## src/rtl/ota_decim_pkg.sv

```systemverilog
// Shared types and elaboration-time helpers for the OTA bitstream decimator.
// DECIM_GLITCH_FILTER_EN lengthens the settle interval to cover the filter taps.
package ota_decim_pkg;

  typedef enum logic [1:0] {
    SETTLE = 2'd0,
    ACCUM  = 2'd1,
    DUMP   = 2'd2
  } state_t;

  // Cycles spent in SETTLE so that stale synchroniser/filter contents never reach acc.
  function automatic int settle_len(input int sync_stages);
`ifdef DECIM_GLITCH_FILTER_EN
    return sync_stages + 2;
`else
    return sync_stages;
`endif
  endfunction

  function automatic logic [63:0] sat_max(input int out_w);
    return (64'd1 << out_w) - 64'd1;
  endfunction

endpackage

```

## src/rtl/ota_bitstream_decimator_sync.sv

```systemverilog
// Multi-flop synchroniser for the asynchronous comparator bit, cleared by synchronous active-low reset.
module ota_bit_sync #(
  parameter int STAGES = 2
) (
  input  logic clk,
  input  logic rst_n,
  input  logic d,
  output logic q
);

  logic [STAGES-1:0] ff;

  always_ff @(posedge clk) begin
    if (!rst_n) ff <= '0;
    else        ff <= {ff[STAGES-2:0], d};
  end

  assign q = ff[STAGES-1];

endmodule

```

## src/rtl/ota_bitstream_decimator.sv

```systemverilog
// Accumulate-and-dump ones counter over 2^OSR_LOG2 synchronised comparator samples.
// Optional 3-tap majority glitch filter: define DECIM_GLITCH_FILTER_EN.
module ota_bitstream_decimator
  import ota_decim_pkg::*;
#(
  parameter int SYNC_STAGES = 2,
  parameter int OSR_LOG2    = 8,
  parameter int OUT_W       = 8
) (
  input  logic             clk,
  input  logic             rst_n,
  input  logic             ena,
  input  logic             cmp_in,
  input  logic             res_ready,
  output logic [OUT_W-1:0] res_data,
  output logic             res_valid,
  output logic             overrun,
  output state_t           fsm_state
);

  // Handshake: a result transfers on any clk edge where res_valid && res_ready;
  // res_data holds steady while res_valid is high and no transfer occurs.

  localparam int                  SET_LEN  = settle_len(SYNC_STAGES);
  localparam logic [2:0]          SET_LAST = 3'(SET_LEN - 1);
  localparam logic [OSR_LOG2-1:0] CNT_LAST = '1;
  localparam logic [63:0]         SAT      = sat_max(OUT_W);

  logic s_sync;
  logic s_bit;

  ota_bit_sync #(.STAGES(SYNC_STAGES)) u_sync (
    .clk   (clk),
    .rst_n (rst_n),
    .d     (cmp_in),
    .q     (s_sync)
  );

`ifdef DECIM_GLITCH_FILTER_EN
  // Registered taps give two extra cycles of latency and reject single-cycle pulses.
  logic [2:0] taps;

  always_ff @(posedge clk) begin
    if (!rst_n) taps <= '0;
    else        taps <= {taps[1:0], s_sync};
  end

  assign s_bit = (taps[0] & taps[1]) | (taps[0] & taps[2]) | (taps[1] & taps[2]);
`else
  assign s_bit = s_sync;
`endif

  state_t              state, state_n;
  logic [OSR_LOG2:0]   acc, acc_n;
  logic [OSR_LOG2-1:0] cnt, cnt_n;
  logic [2:0]          scnt, scnt_n;
  logic [OSR_LOG2:0]   sum;
  logic                load;
  logic [OUT_W-1:0]    res_sat;

  assign sum       = acc + (OSR_LOG2+1)'(s_bit);
  assign res_sat   = (64'(sum) > SAT) ? OUT_W'(SAT) : OUT_W'(sum);
  assign fsm_state = state;

  always_ff @(posedge clk) begin
    if (!rst_n) begin
      state <= SETTLE;
      acc   <= '0;
      cnt   <= '0;
      scnt  <= '0;
    end else begin
      state <= state_n;
      acc   <= acc_n;
      cnt   <= cnt_n;
      scnt  <= scnt_n;
    end
  end

  always_comb begin
    state_n = state;
    acc_n   = acc;
    cnt_n   = cnt;
    scnt_n  = scnt;
    load    = 1'b0;
    if (!ena) begin
      state_n = SETTLE;
      acc_n   = '0;
      cnt_n   = '0;
      scnt_n  = '0;
    end else begin
      case (state)
        SETTLE: begin
          if (scnt == SET_LAST) begin
            state_n = ACCUM;
            acc_n   = '0;
            cnt_n   = '0;
            scnt_n  = '0;
          end else begin
            scnt_n = scnt + 3'd1;
          end
        end
        ACCUM: begin
          acc_n = sum;
          cnt_n = cnt + 1'b1;
          if (cnt == CNT_LAST) begin
            load    = 1'b1;
            state_n = DUMP;
          end
        end
        DUMP: begin
          acc_n   = '0;
          cnt_n   = '0;
          state_n = ACCUM;
        end
        default: begin
          state_n = SETTLE;
          acc_n   = '0;
          cnt_n   = '0;
          scnt_n  = '0;
        end
      endcase
    end
  end

  // Single-entry holding register; a drain and a refill may share one edge.
  always_ff @(posedge clk) begin
    if (!rst_n) begin
      res_data  <= '0;
      res_valid <= 1'b0;
      overrun   <= 1'b0;
    end else if (load) begin
      if (!res_valid || res_ready) begin
        res_data  <= res_sat;
        res_valid <= 1'b1;
      end else begin
        overrun <= 1'b1;
      end
    end else if (res_valid && res_ready) begin
      res_valid <= 1'b0;
    end
  end

endmodule

```

## config.mk

```make
export PLATFORM = sky130hd
export DESIGN_NAME = ota_bitstream_decimator
export DESIGN_NICKNAME = d
export VERILOG_FILES = /design/src/rtl/ota_decim_pkg.sv /design/src/rtl/ota_bitstream_decimator_sync.sv /design/src/rtl/ota_bitstream_decimator.sv
export SDC_FILE = /design/constraint.sdc
export NUM_CORES = 1
export LEC_CHECK = 0
export BUFFER_PORTS_ARGS = -buffer_cell sky130_fd_sc_hd__buf_4
export CAP_MARGIN = 30
export CORE_AREA = 2 2 71 73
export DETAILED_ROUTE_END_ITERATION = 6
export DIE_AREA = 0 0 73 75
export PLACE_DENSITY = 0.57
export SYNTH_ARGS = -nofsm -noshare
export SYNTH_HDL_FRONTEND = slang
export SYNTH_SLANG_ARGS = --single-unit
```

## constraint.sdc

```tcl
create_clock -name clk -period 1.6 [get_ports clk]
set_input_delay 0.24 -clock clk [delete_from_list [all_inputs] [get_ports clk]]
set_output_delay 0.24 -clock clk [all_outputs]
set_load 0.03 [all_outputs]
```

---- Yosys cells after proc, flatten, opt, wreduce, memory -nomap -nowiden ----
Index checks and enable logic that the tools add are counted.
storage, ports and cells
  word-level logic and storage cells ...... 47
  ROM bits ................................ 0
  memories ................................ 0
  latch bits .............................. 0
  register bits after elaboration ......... 34
  RAM bits ................................ 0
  input port bits ......................... 5
cells by class
  reduce and logical (&&, ||, !) cells .... 11
  add/sub/neg operators ................... 3
  muxes and demuxes ....................... 16
  $mul .................................... 0
  bitwise gates (word level) .............. 1
  shift-type cells ........................ 0
  magnitude comparators ................... 1
  div/mod/pow operators ................... 0
  equality and inequality tests ........... 7
operators by type and width
  operator               count
  $pmux W9 S2            1
  $mux W8                2
  $pmux W8 S2            1
  $reduce_and A2 Y1      5
  $add A9 B1 Y9          1
  $gt A9 B8 Y1 const B   1
  $mux W9                1
  $add A8 B1 Y8 const B  1
  $eq A8 B8 Y1 const B   1
  $mux W1                6
  $pmux W2 S3            1
  $pmux W3 S2            1
  $mux W2                2
  $ne A2 B2 Y1 const B   2
  $add A3 B1 Y3 const B  1
  $eq A3 B1 Y1 const B   1
  $mux W3                1
  $eq A2 B1 Y1 const B   1
  $eq A2 B2 Y1 const B   1
  $logic_not A2 Y1       1
  $ne A2 B1 Y1 const B   1
  $reduce_bool A2 Y1     1
  $reduce_or A2 Y1       1
  $logic_and A1 B1 Y1    1
  other kinds (3)        3

---- Depth between registers and ports, before layout ----
Gate-level depths: netlist of the first run.
  word-level depth ........................ 6
  mapped depth ............................ 6
  depth with buffers taken out ............ 6

---- Hierarchy ----
A second synthesis of the first run with hierarchy kept.
unflattened totals
  cell total of the unflattened synthesis .. 177
  area, all modules ....................... 1620.3 um^2
by module, submodules not included
  module                   area each (um^2)  times used  cells each
  ota_bitstream_decimator  1567.8            1           173
  ota_bit_sync             52.6              1           4

---- Least setup slack after synthesis of the first run ----
OpenSTA, ideal clock, no wires.
  path kind ............................... register to register
  start ................................... register acc[0]
  end ..................................... register acc[8]
  cell stages (with the launch flop) ...... 7
  buffers on the path ..................... 0
  clock period less this slack ............ 1.713 ns
  arrival ................................. 1.638 ns
  slack ................................... -0.113 ns
  required time ........................... 1.525 ns
  cell sequence ........................... dfxtp_1 > ha_1 > ha_1 > nand3_1 > or2_2 > or4b_1 > o22ai_1
on the way
  word-level cells in the longest chain between the ends .. 2
RTL lines
  what                    line                           source
  start, declared         ota_bitstream_decimator.sv:54  logic [OSR_LOG2:0] acc, acc_n;
  start signal, assigned  ota_bitstream_decimator.sv:73  acc <= acc_n;
  $add A9 B1 Y9           ota_bitstream_decimator.sv:61  assign sum = acc + (OSR_LOG2+1)'(s_bit);
  $pmux W9 S2             ota_bitstream_decimator.sv:91  case (state)
Every way passes these cells.
A chain may end at the register's enable or synchronous reset.

---- Worst setup path in the final report of the first run ----
Same ends and word-level chain as after synthesis.

==> results of run 1 <==
[power by group through the flow]
stage                     Combinational [mW]  Clock, mW  Sequential [mW]
after floorplan                       0.0733          0            0.882
after detailed placement               0.137          0            0.878
after CTS                              0.138      0.673            0.859
after global placement                 0.137          0            0.878
after global routing                   0.161      0.714            0.862
final                                  0.143      0.656            0.861
[path summary, 6_finish.rpt]
| kind | from | to | slack, ns | cells past startpoint |
|---|---|---|---|---|
| worst max-delay path | acc[0] | acc[8] | -0.02 | 6 |
| worst min register to register | overrun | overrun | 0.47 | 1 |
| worst max register to register | acc[0] | acc[8] | -0.02 | 6 |
| worst min-delay path | cmp_in | u_sync.ff[0] | 0.16 | 2 |
[worst max-delay path, delay by kind of cell (launching register included)]
family	cells	cell delay (ns)
flops	1	0.35
compound gates	1	0.16
fa+ha+maj	2	0.27
simple gates	3	0.77
[per-layer routing]
metal | vias up | share of wire (%) | GRT usage (%)
met5 | - | 0 | 0
met4 | 0 | 1.6 | 5.56
met3 | 5 | 3.4 | 4.95
met2 | 20 | 43 | 21.2
met1 | 650 | 52 | 20.5
li1 | 751 | - | -
[registers in the layout, summed over array words and instances, names as in the netlist]
signal	count
u_sync.ff	2
cnt	8
res_valid	1
acc	9
scnt	3
res_data	8
overrun	1
fsm_state	2
[placed cells by master, fill, tap and decap left out, types with 5 or more instances in the layout]
cell type	synthesis	final
a31oi_1	9	9
nand3_1	11	9
xnor2_1	9	9
nor2_1	16	16
and2_1	5	5
o21ai_0	12	11
nand2_1	20	19
a21oi_1	13	13
a211oi_1	5	5
clkbuf_8	0	6
buf_4	0	47
dfxtp_2	0	8
dfxtp_1	34	26
[final cells by class]
cell class	instances	area, µm²
flip-flops and latches	34	691
clock inverters	1	5.00
fillers	451	2490
inverters	5	18.8
repair buffers	48	364
well taps	54	67.6
clock buffers	7	86.3
multi-input cells	140	938
[through the flow]
stage	TNS [ns]	worst slack (ns)
floorplan	-0.0703	-0.0703
global placement	-0.570	-0.0790
detailed placement	-0.936	-0.134
CTS	-0.0608	-0.0608
global route	-0.126	-0.0837
finish	-0.0230	-0.0230
[cells by family (layout without fill, tap and decap cells)]
group / after synthesis / in the layout / synth area share [%]
and+or+nand+nor: 74 / 74 / 24.5
AOI/OAI and AO/OA: 49 / 49 / 18.3
DFF: 34 / 34 / 43.3
buffers and inverters: 12 / 61 / 3.02
xor gates and xnor gates: 11 / 11 / 6.13
adders and majority gates: 6 / 6 / 4.77
[repair_timing]
item                       CTS  global route
pin swaps                    3             9
gates resized for setup      7            14
buffers inserted             2             3
setup endpoints to repair    8            19
==> qor.yml, run 1 <==
first_iter_violations: 72
switching_power_mw: 0.394
cts_hold_buf: 0
end_kind: "flop"
routabilityCongestion: 0.873
crit_path_cell_trace: "ha_4 -> ha_4 -> nand3_2 -> or2_4 -> or4b_1 -> o22ai_1"
setup_violations: 1
power.internal_mw: 1.27
power_mw: 1.66
fin_skew_ns: 0.00428
dp_cells: 277
startpoint_type: "flop"
ant_nets: 0
clkTransAtPathRegs_ns: 0.07
final_util_pct: 46.6
die_w_um: 73
clk_latency_ns: 0.29
rows: 25
timing.hold.worst.class: "primary input to flop"
dp_hpwl_mm: 2.61
pin_count: 17
clkPwrFrac_pct: 39.5
cp.arrival_ns: 1.83
irDropWorstVdd_v: 0.000286
num_antenna_cells: 0
status: "finished with violations"
max_freq_ghz: 0.616
yosys_register_bits: 34
clkSinkCount: 34
synth_cell_type_count: 35
grt_antenna_before_repair: 0
viasPerCell: 4.93
slew_viol_final: 0
p_comb_share_pct: 8.6
syn_area_um2: 1570
yosysSeqAreaShare_pct: 43.3
syn2layout_area_growth_pct: 38.0
avgRoutedWirePerCell_um: 12.4
finalHoldViolCount: 0
vias: 1426
portBuffers: 16
grt_pass1_vias: 1301
drt-total-wl_mm: 3.59
finalCriticalPeriod_ns: 1.62
maxCapViolations: 0
tightest_slew_ns: 0.393
synth_nets: 197
fin_area_um2: 2170
overflow: 0
crit_fanout: 2
netlist_top_cells_area: "dfxtp_1 (43%), xnor2_1 (5.0%), ha_1 (4.8%), nand2_1 (4.8%), a21oi_1 (4.1%)"
cts_tree: "built"
dr.pass1.iters: 4
fin_cells: 289
p_per_area_nw_per_um2: 765
cts_max_level: 2
p_seq_share_pct: 51.9
grt_pass1_wl_mm: 6.16
ys_async_sr_fraction_pct: 0
synth_edf_count: 0
hold_slack_ns: 0.161
drcViolationCount: 0
synth_largest_area_cell: "dfxtp_1"
placed_area_um2: 1960
syn_avg_cell_area_um2: 8.46
cpMostUsedCell: "ha_4"
grt_max_degree: 15
violations: "negative setup slack"
path_class: "flop to flop"
synth.most_common_cell: "dfxtp_1"
cts_buffer_depth: 2
synth_top_area_share_pct: 43.3
cp_slowest_cell: "or4b_1"
rsz0062_at_grt: "yes"
start_util_pct: 33.7
leakagePower_nw: 0.796
die_height_um: 75
synth_flop_cell: "dfxtp_1"
cpPeakStageDelay_ns: 0.49
dieArea_um2: 5480
grt_util_all_layers_pct: 14.8
drive_above_1_share_pct: 33.2
required_ns: 1.81
slew_headroom_pct: 73.7
nets: 245
worst_slack_ns: -0.0230
synthCells: 186
yosysWarnings: 0
core_um2: 4660
ctsRootBufferMaster: "clkbuf_8"
cts-buffers-inserted: 5
yosys-top-cells-count: "dfxtp_1 (34), nand2_1 (20), nor2_1 (16)"
period_share_pct: 101
switching_share_pct: 23.7
Note: power is estimated with default switching activity, not from simulation.
==> run 2: changes to the inputs <==
CORE_AREA = 2 2 76 78   (was 2 2 71 73)
DIE_AREA = 0 0 78 80   (was 0 0 73 75)
PLACE_DENSITY = 0.52   (was 0.57)
==> run 2 against run 1 <==
  * The flow still finishes with violations (negative setup slack)
  * Wire length is 3.5% higher
  * Utilization down 6.4 points
  * Register-to-register slack about the same
  * Die area increased by 14%
  * Power rose by 0.23%
  * Cell area up 0.12%
  * Highest routed layer unchanged
==> qor.yml, run 2 (synthesis results as in run 1) <==
worst_slack_ns: -0.0284  # was -0.0230 ns
grt_pass1_vias: 1334  # was 1,301
ant_nets: 0  # unchanged
layout_common_cells: "buf_4 (50), dfxtp_1 (28), nand2_1 (19)"  # was buf_4 (47), dfxtp_1 (26), nand2_1 (19)
required_ns: 1.81  # about the same
viasPerCell: 4.70  # was 4.93
final.fill_count: 579  # was 451
p_per_area_nw_per_um2: 766  # was 765 nW/µm²
reg2reg_slack_ns: -0.03  # was -0.02 ns
cp.arrival_ns: 1.84  # was 1.83 ns
irDropWorstVdd_v: 0.000267  # was 0.000286 V
drive_above_1_share_pct: 31.6  # was 33.2%
grt_antenna_before_repair: 0  # unchanged
dp_cells: 298  # was 277
finalHoldViolCount: 0  # unchanged
grt_pass1_wl_mm: 6.40  # was 6.16 mm
portBuffers: 16  # unchanged
num_antenna_cells: 0  # unchanged
path_class: "flop to flop"  # unchanged
timing.hold.worst.class: "primary input to flop"  # unchanged
setup_violations: 1  # unchanged
largest_reg_flops: 9  # unchanged
crit_fanout: 3  # was 2
ctsRootBufferMaster: "clkbuf_8"  # unchanged
dp_hpwl_mm: 2.74  # was 2.61 mm
finalCriticalPeriod_ns: 1.63  # was 1.62 ns
tightest_slew_ns: 0.403  # was 0.393 ns
period_share_pct: 102  # was 101%
fin_cells: 309  # was 289
slew_viol_final: 0  # unchanged
overflow: 0  # unchanged
dieArea_um2: 6240  # was 5480 µm²
cts_tree: "built"  # unchanged
dr.pass1.iters: 4  # unchanged
final_common_cell: "buf_4"  # unchanged
grt_util_all_layers_pct: 13.0  # was 14.8%
start_util_pct: 29.1  # was 33.7%
first_iter_violations: 54  # was 72
rsz0062_at_grt: "yes"  # unchanged
drt-total-wl_mm: 3.72  # was 3.59 mm
power_mw: 1.66  # about the same
status: "finished with violations"  # unchanged
core_um2: 5410  # was 4660 µm²
vias: 1453  # was 1,426
cts_max_level: 2  # unchanged
slew_headroom_pct: 73.1  # was 73.7%
top_register: "acc"  # unchanged
maxCapViolations: 0  # unchanged
rows: 27  # was 25
clkTransAtPathRegs_ns: 0.07  # about the same
multi_input_area_um2: 906  # was 938 µm²
max_freq_ghz: 0.614  # was 0.616 GHz
avgRoutedWirePerCell_um: 12.0  # was 12.4 µm
cts-buffers-inserted: 5  # unchanged
clkSinkCount: 34  # unchanged
die_height_um: 80  # was 75 µm
clk_latency_ns: 0.28  # was 0.29 ns
routabilityCongestion: 0.751  # was 0.873
regArea_um2: 688  # was 691 µm²
holdPathStages: 2  # unchanged
nets: 247  # was 245
drcViolationCount: 0  # unchanged
pin_count: 17  # unchanged
fin_skew_ns: 0.00811  # was 0.00428 ns
reg2reg_depth: 6  # unchanged
end_kind: "flop"  # unchanged
die_w_um: 78  # was 73 µm
syn2layout_area_growth_pct: 38.2  # was 38.0%
reg_top3: "acc: 9 flops, cnt: 8 flops, res_data: 8 flops"  # unchanged
leakagePower_nw: 0.799  # was 0.796 nW
startpoint_type: "flop"  # unchanged
grt_max_degree: 15  # unchanged
violations: "negative setup slack"  # unchanged
cts_buffer_depth: 2  # unchanged
## run 2: cell types whose count changed in the layout (fill, tap and decap cells not counted), sizes merged
cell and delta:
buf +2, clkbuf -1, clkinvlp +1
## run 2: worst paths after layout
| kind | to | startpoint |
|---|---|---|
| setup / recovery | acc[8] | acc[0] |
| hold / removal | u_sync.ff[0] | cmp_in |
| setup reg to reg | acc[8] | acc[0] |
| hold reg to reg | u_sync.ff[1] | u_sync.ff[0] |
## run 2: worst max-delay path, stage by stage (launching register included)
cell,delay [ns]
dfxtp_2,0.35
ha_4,0.15
ha_4,0.13
nand3_2,0.07
or2_4,0.24
or4b_1,0.47
o22ai_1,0.16
## run 2: power by group
group	internal [mW]	leakage [nW]	switching, mW
Clock	0.346	0.0472	0.317
Combinational	0.0646	0.474	0.0785
Sequential	0.854	0.277	0.00372
Total	1.26	0.799	0.399
## run 2: layout make-up
cell class	instances	area share, %
clock inverter	2	0.576
inverter	5	0.864
multi-input combinational	140	41.7
tap	72	4.15
clock buffer	6	3.80
timing repair buffer	50	17.3
sequential	34	31.7
## run 2: what timing repair did
action,CTS,global route
hold buffers,0,0
setup endpoints to repair,8,12
cloned,0,0
pin swaps,3,8
buffers inserted,1,2
gates resized for setup,6,6
## run 2: layer usage
layer	vias up	wire, µm	track usage [%]
li1	760	-	-
met5	-	0	0
met4	0	62	5.26
met2	33	1630	19.4
met1	655	1860	17.9
met3	5	162	3.28
## run 2: metrics by stage
step,TNS (ns),hold WS (ns),setup slack [ns],util [%],area (µm²)
after CTS,-0.0300,0.160,-0.0300,39.5,2130
after global routing,-0.207,0.165,-0.0668,40.2,2170
after detailed placement,-0.374,0.444,-0.0826,37.0,2000
after floorplan,-0.0703,0.367,-0.0703,-,1590
final,-0.0284,0.168,-0.0284,40.2,2170
after global placement,-0.0758,0.451,-0.0326,37.0,2000
==> run 3: changes to the inputs <==
ABC_AREA = 1   (was unset)
CORE_AREA = 2 2 78 80   (was 2 2 76 78)
DIE_AREA = 0 0 80 82   (was 0 0 78 80)
==> run 3 against run 2 <==
  * The run now ends clean
  * Clock skew down 0.0023 ns
  * Utilization down 4.7 points
  * Synthesized cell count up 28%
  * Setup slack better by 0.16 ns
  * Sequential cell count unchanged
  * Area after synthesis up 6.2%
  * Global-route usage down 1.3 points
  * Worst hold slack worse by 0.038 ns
  * Sequential power about the same
  * Clock power up 16%
  * Wire length down 4.5%
  * Largest cell class unchanged
==> qor.yml, run 3 <==
dieArea_um2: 6560  # was 6240 µm²
synth_edf_count: 0  # unchanged
drt-total-wl_mm: 3.55  # was 3.72 mm
synth_flop_cell: "dfxtp_1"  # unchanged
drcViolationCount: 0  # unchanged
vias: 1442  # was 1,453
period_share_pct: 91.8  # was 102%
routabilityCongestion: 0.837  # was 0.751
netlist_top_cells_area: "dfxtp_1 (41%), nand2_1 (14%), inv_1 (7.6%), nor2_1 (6.1%), a21oi_1 (6.0%)"  # was dfxtp_1 (43%), xnor2_1 (5.0%), ha_1 (4.8%), nand2_1 (4.8%), a21oi_1 (4.1%)
grt_util_all_layers_pct: 11.7  # was 13.0%
synth.most_common_cell: "nand2_1"  # was dfxtp_1
finalHoldViolCount: 0  # unchanged
critPathBufInv: 0  # unchanged
synth_cell_type_count: 23  # was 35
num_antenna_cells: 0  # unchanged
required_ns: 1.78  # was 1.81 ns
cts-buffers-inserted: 5  # unchanged
irDropWorstVdd_v: 0.000479  # was 0.000267 V
p_per_area_nw_per_um2: 849  # was 766 nW/µm²
yosys_register_bits: 34  # unchanged
fin_area_um2: 2040  # was 2170 µm²
reg2reg_slack_ns: 0.13  # was -0.03 ns
grt_pass1_wl_mm: 5.94  # was 6.40 mm
switching_share_pct: 22.2  # was 24.0%
tightest_slew_ns: 0.294  # was 0.403 ns
core_um2: 5750  # was 5410 µm²
finalCriticalPeriod_ns: 1.47  # was 1.63 ns
clkTransAtPathRegs_ns: 0.07  # about the same
slew_headroom_pct: 80.3  # was 73.1%
holdPathStages: 3  # was 2
leakagePower_nw: 0.839  # was 0.799 nW
setup_violations: 0  # was 1
path_class: "flop to flop"  # unchanged
drive_above_1_share_pct: 17.1  # was 31.6%
crit_end: "res_data[1]"  # was acc[8]
ant_nets: 0  # unchanged
reg2reg_to: "res_data[1]"  # was acc[8]
rsz0062_at_grt: "no"  # was yes
clkSinkCount: 34  # unchanged
yosys-top-cells-count: "nand2_1 (63), dfxtp_1 (34), inv_1 (34)"  # was dfxtp_1 (34), nand2_1 (20), nor2_1 (16)
cts_tree: "built"  # unchanged
ys_async_sr_fraction_pct: 0  # unchanged
synth_nets: 249  # was 197
cts_max_level: 2  # unchanged
cp_slowest_cell: "dfxtp_1"  # was or4b_1
startpoint_type: "flop"  # unchanged
start_util_pct: 29.1  # about the same
dr.pass1.iters: 6  # was 4
clk_latency_ns: 0.28  # about the same
holdCritStartpoint: "cmp_in"  # unchanged
first_iter_violations: 39  # was 54
synthCells: 238  # was 186
yosysWarnings: 0  # unchanged
end_kind: "flop"  # unchanged
fin_tns_setup_ns: 0  # was -0.0284 ns
syn_area_um2: 1670  # was 1570 µm²
synth_top_area_share_pct: 40.7  # was 43.3%
maxCapViolations: 0  # unchanged
grt_antenna_before_repair: 0  # unchanged
switching_power_mw: 0.383  # was 0.399 mW
rows: 28  # was 27
syn2layout_area_growth_pct: 22.0  # was 38.2%
pin_count: 17  # unchanged
critPathTopFamily: "simple AND/OR/NAND/NOR gates"  # unchanged
status: "finished, final reports clean"  # was finished with violations
crit_path_cell_trace: "ha_4 -> ha_4 -> nand3_2 -> nor2_4 -> nand3_2 -> nand2_2 -> nand2_2 -> nor2_1 -> nor2_1"  # was ha_4 -> ha_4 -> nand3_2 -> or2_4 -> or4b_1 -> o22ai_1
largest_reg_flops: 9  # unchanged
clkPwrFrac_pct: 44.5  # was 39.8%
rr_startpoint: "acc[0]"  # unchanged
fin_skew_ns: 0.00585  # was 0.00811 ns
cpPeakStageDelay_ns: 0.37  # was 0.47 ns
cts_buffer_depth: 2  # unchanged
p_seq_share_pct: 49.6  # was 51.6%
grt_pass1_vias: 1344  # was 1,334
reg_top3: "acc: 9 flops, cnt: 8 flops, res_data: 8 flops"  # unchanged
die_height_um: 82  # was 80 µm
ctsRootBufferMaster: "clkbuf_8"  # unchanged
reg2reg_depth: 9  # was 6
power.internal_mw: 1.35  # was 1.26 mW
placed_area_um2: 1900  # was 2000 µm²
critPathLaunch: "acc[0]"  # unchanged
cp.depth: 9  # was 6
p_comb_share_pct: 5.9  # was 8.6%
layout_common_cells: "nand2_1 (63), inv_1 (34), dfxtp_1 (33)"  # was buf_4 (50), dfxtp_1 (28), nand2_1 (19)
cp.arrival_ns: 1.64  # was 1.84 ns
timing.hold.worst.class: "primary input to flop"  # unchanged
die_w_um: 80  # was 78 µm
crit_fanout: 5  # was 3
final_common_cell: "nand2_1"  # was buf_4
cts_hold_buf: 0  # unchanged
dp_hpwl_mm: 2.64  # was 2.74 mm
top_register: "acc"  # unchanged
avgRoutedWirePerCell_um: 10.5  # was 12.0 µm
synth_largest_area_cell: "dfxtp_1"  # unchanged
max_freq_ghz: 0.681  # was 0.614 GHz
portBuffers: 16  # unchanged
yosysSeqAreaShare_pct: 40.7  # was 43.3%
grt_max_degree: 12  # was 15
slew_viol_final: 0  # unchanged
viasPerCell: 4.27  # was 4.70
overflow: 0  # unchanged
syn_avg_cell_area_um2: 7.02  # was 8.46 µm²
nets: 273  # was 247
-- run 3: logic make-up (layout without fill, tap and decap cells) --
logic type	after synthesis	in the layout	share of synthesized area (%)
buffers and inverters	40	65	9.51
adder cells (fa/ha/maj)	6	6	4.49
AND/OR/NAND/NOR	120	120	31.9
AO/OA/AOI/OAI	30	30	9.14
XOR/XNOR	8	8	4.19
flip-flops	34	34	40.7
-- run 3: cell type report --
cell class | count | area, µm²
flip-flops and latches | 34 | 682
repair buffers | 21 | 158
clock inverters | 3 | 40.0
multi-input cells | 164 | 858
clock buffers | 5 | 68.8
well taps | 75 | 93.8
inverters | 36 | 138
fillers | 646 | 3710
-- run 3: metrics by stage --
stage	utilization [%]	power, mW	cells	hold WS [ns]	setup WS, ns
floorplan	-	0.946	238	0.338	0.0399
global placement	33.0	0.980	330	0.411	0.0928
detailed placement	33.0	0.980	330	0.409	0.0421
CTS	34.9	1.76	338	0.125	0.0282
global route	35.5	1.81	338	0.152	0.00600
finish	35.5	1.73	338	0.130	0.132
-- run 3: worst min path at each step --
stage | to | slack [ns]
finish | u_sync.ff[0] | 0.13
CTS | u_sync.ff[0] | 0.12
global placement | u_sync.ff[1] | 0.41
detailed placement | u_sync.ff[1] | 0.41
floorplan | u_sync.ff[0] | 0.34
global route | u_sync.ff[0] | 0.15
-- run 3: worst register-to-register path: cells and delay by family (launching register included) --
family / cells / cell delay, ns
simple gates: 7 / 0.68
flops: 1 / 0.37
fa+ha+maj: 2 / 0.31
-- run 3: timing repair --
action,CTS,global route
setup endpoints to repair,0,8
gates resized for setup,0,8
setup buffers,0,0
-- run 3: power groups by stage --
stage / Clock (mW) / Combinational [mW] / Sequential (mW)
5_1_grt: 0.836 / 0.116 / 0.858
6_report: 0.770 / 0.102 / 0.858
2_1_floorplan: 0 / 0.0671 / 0.878
4_1_cts: 0.796 / 0.103 / 0.857
3_5_place_dp: 0 / 0.103 / 0.877
3_3_place_gp: 0 / 0.103 / 0.877
-- run 3: layer usage --
| layer | vias up | track usage, % | part of all wire, % |
|---|---|---|---|
| met5 | - | 0 | 0 |
| met4 | 0 | 3.05 | 0.34 |
| met3 | 2 | 3.30 | 2.9 |
| met2 | 15 | 19.8 | 47 |
| met1 | 635 | 14.7 | 49 |
| li1 | 790 | - | - |
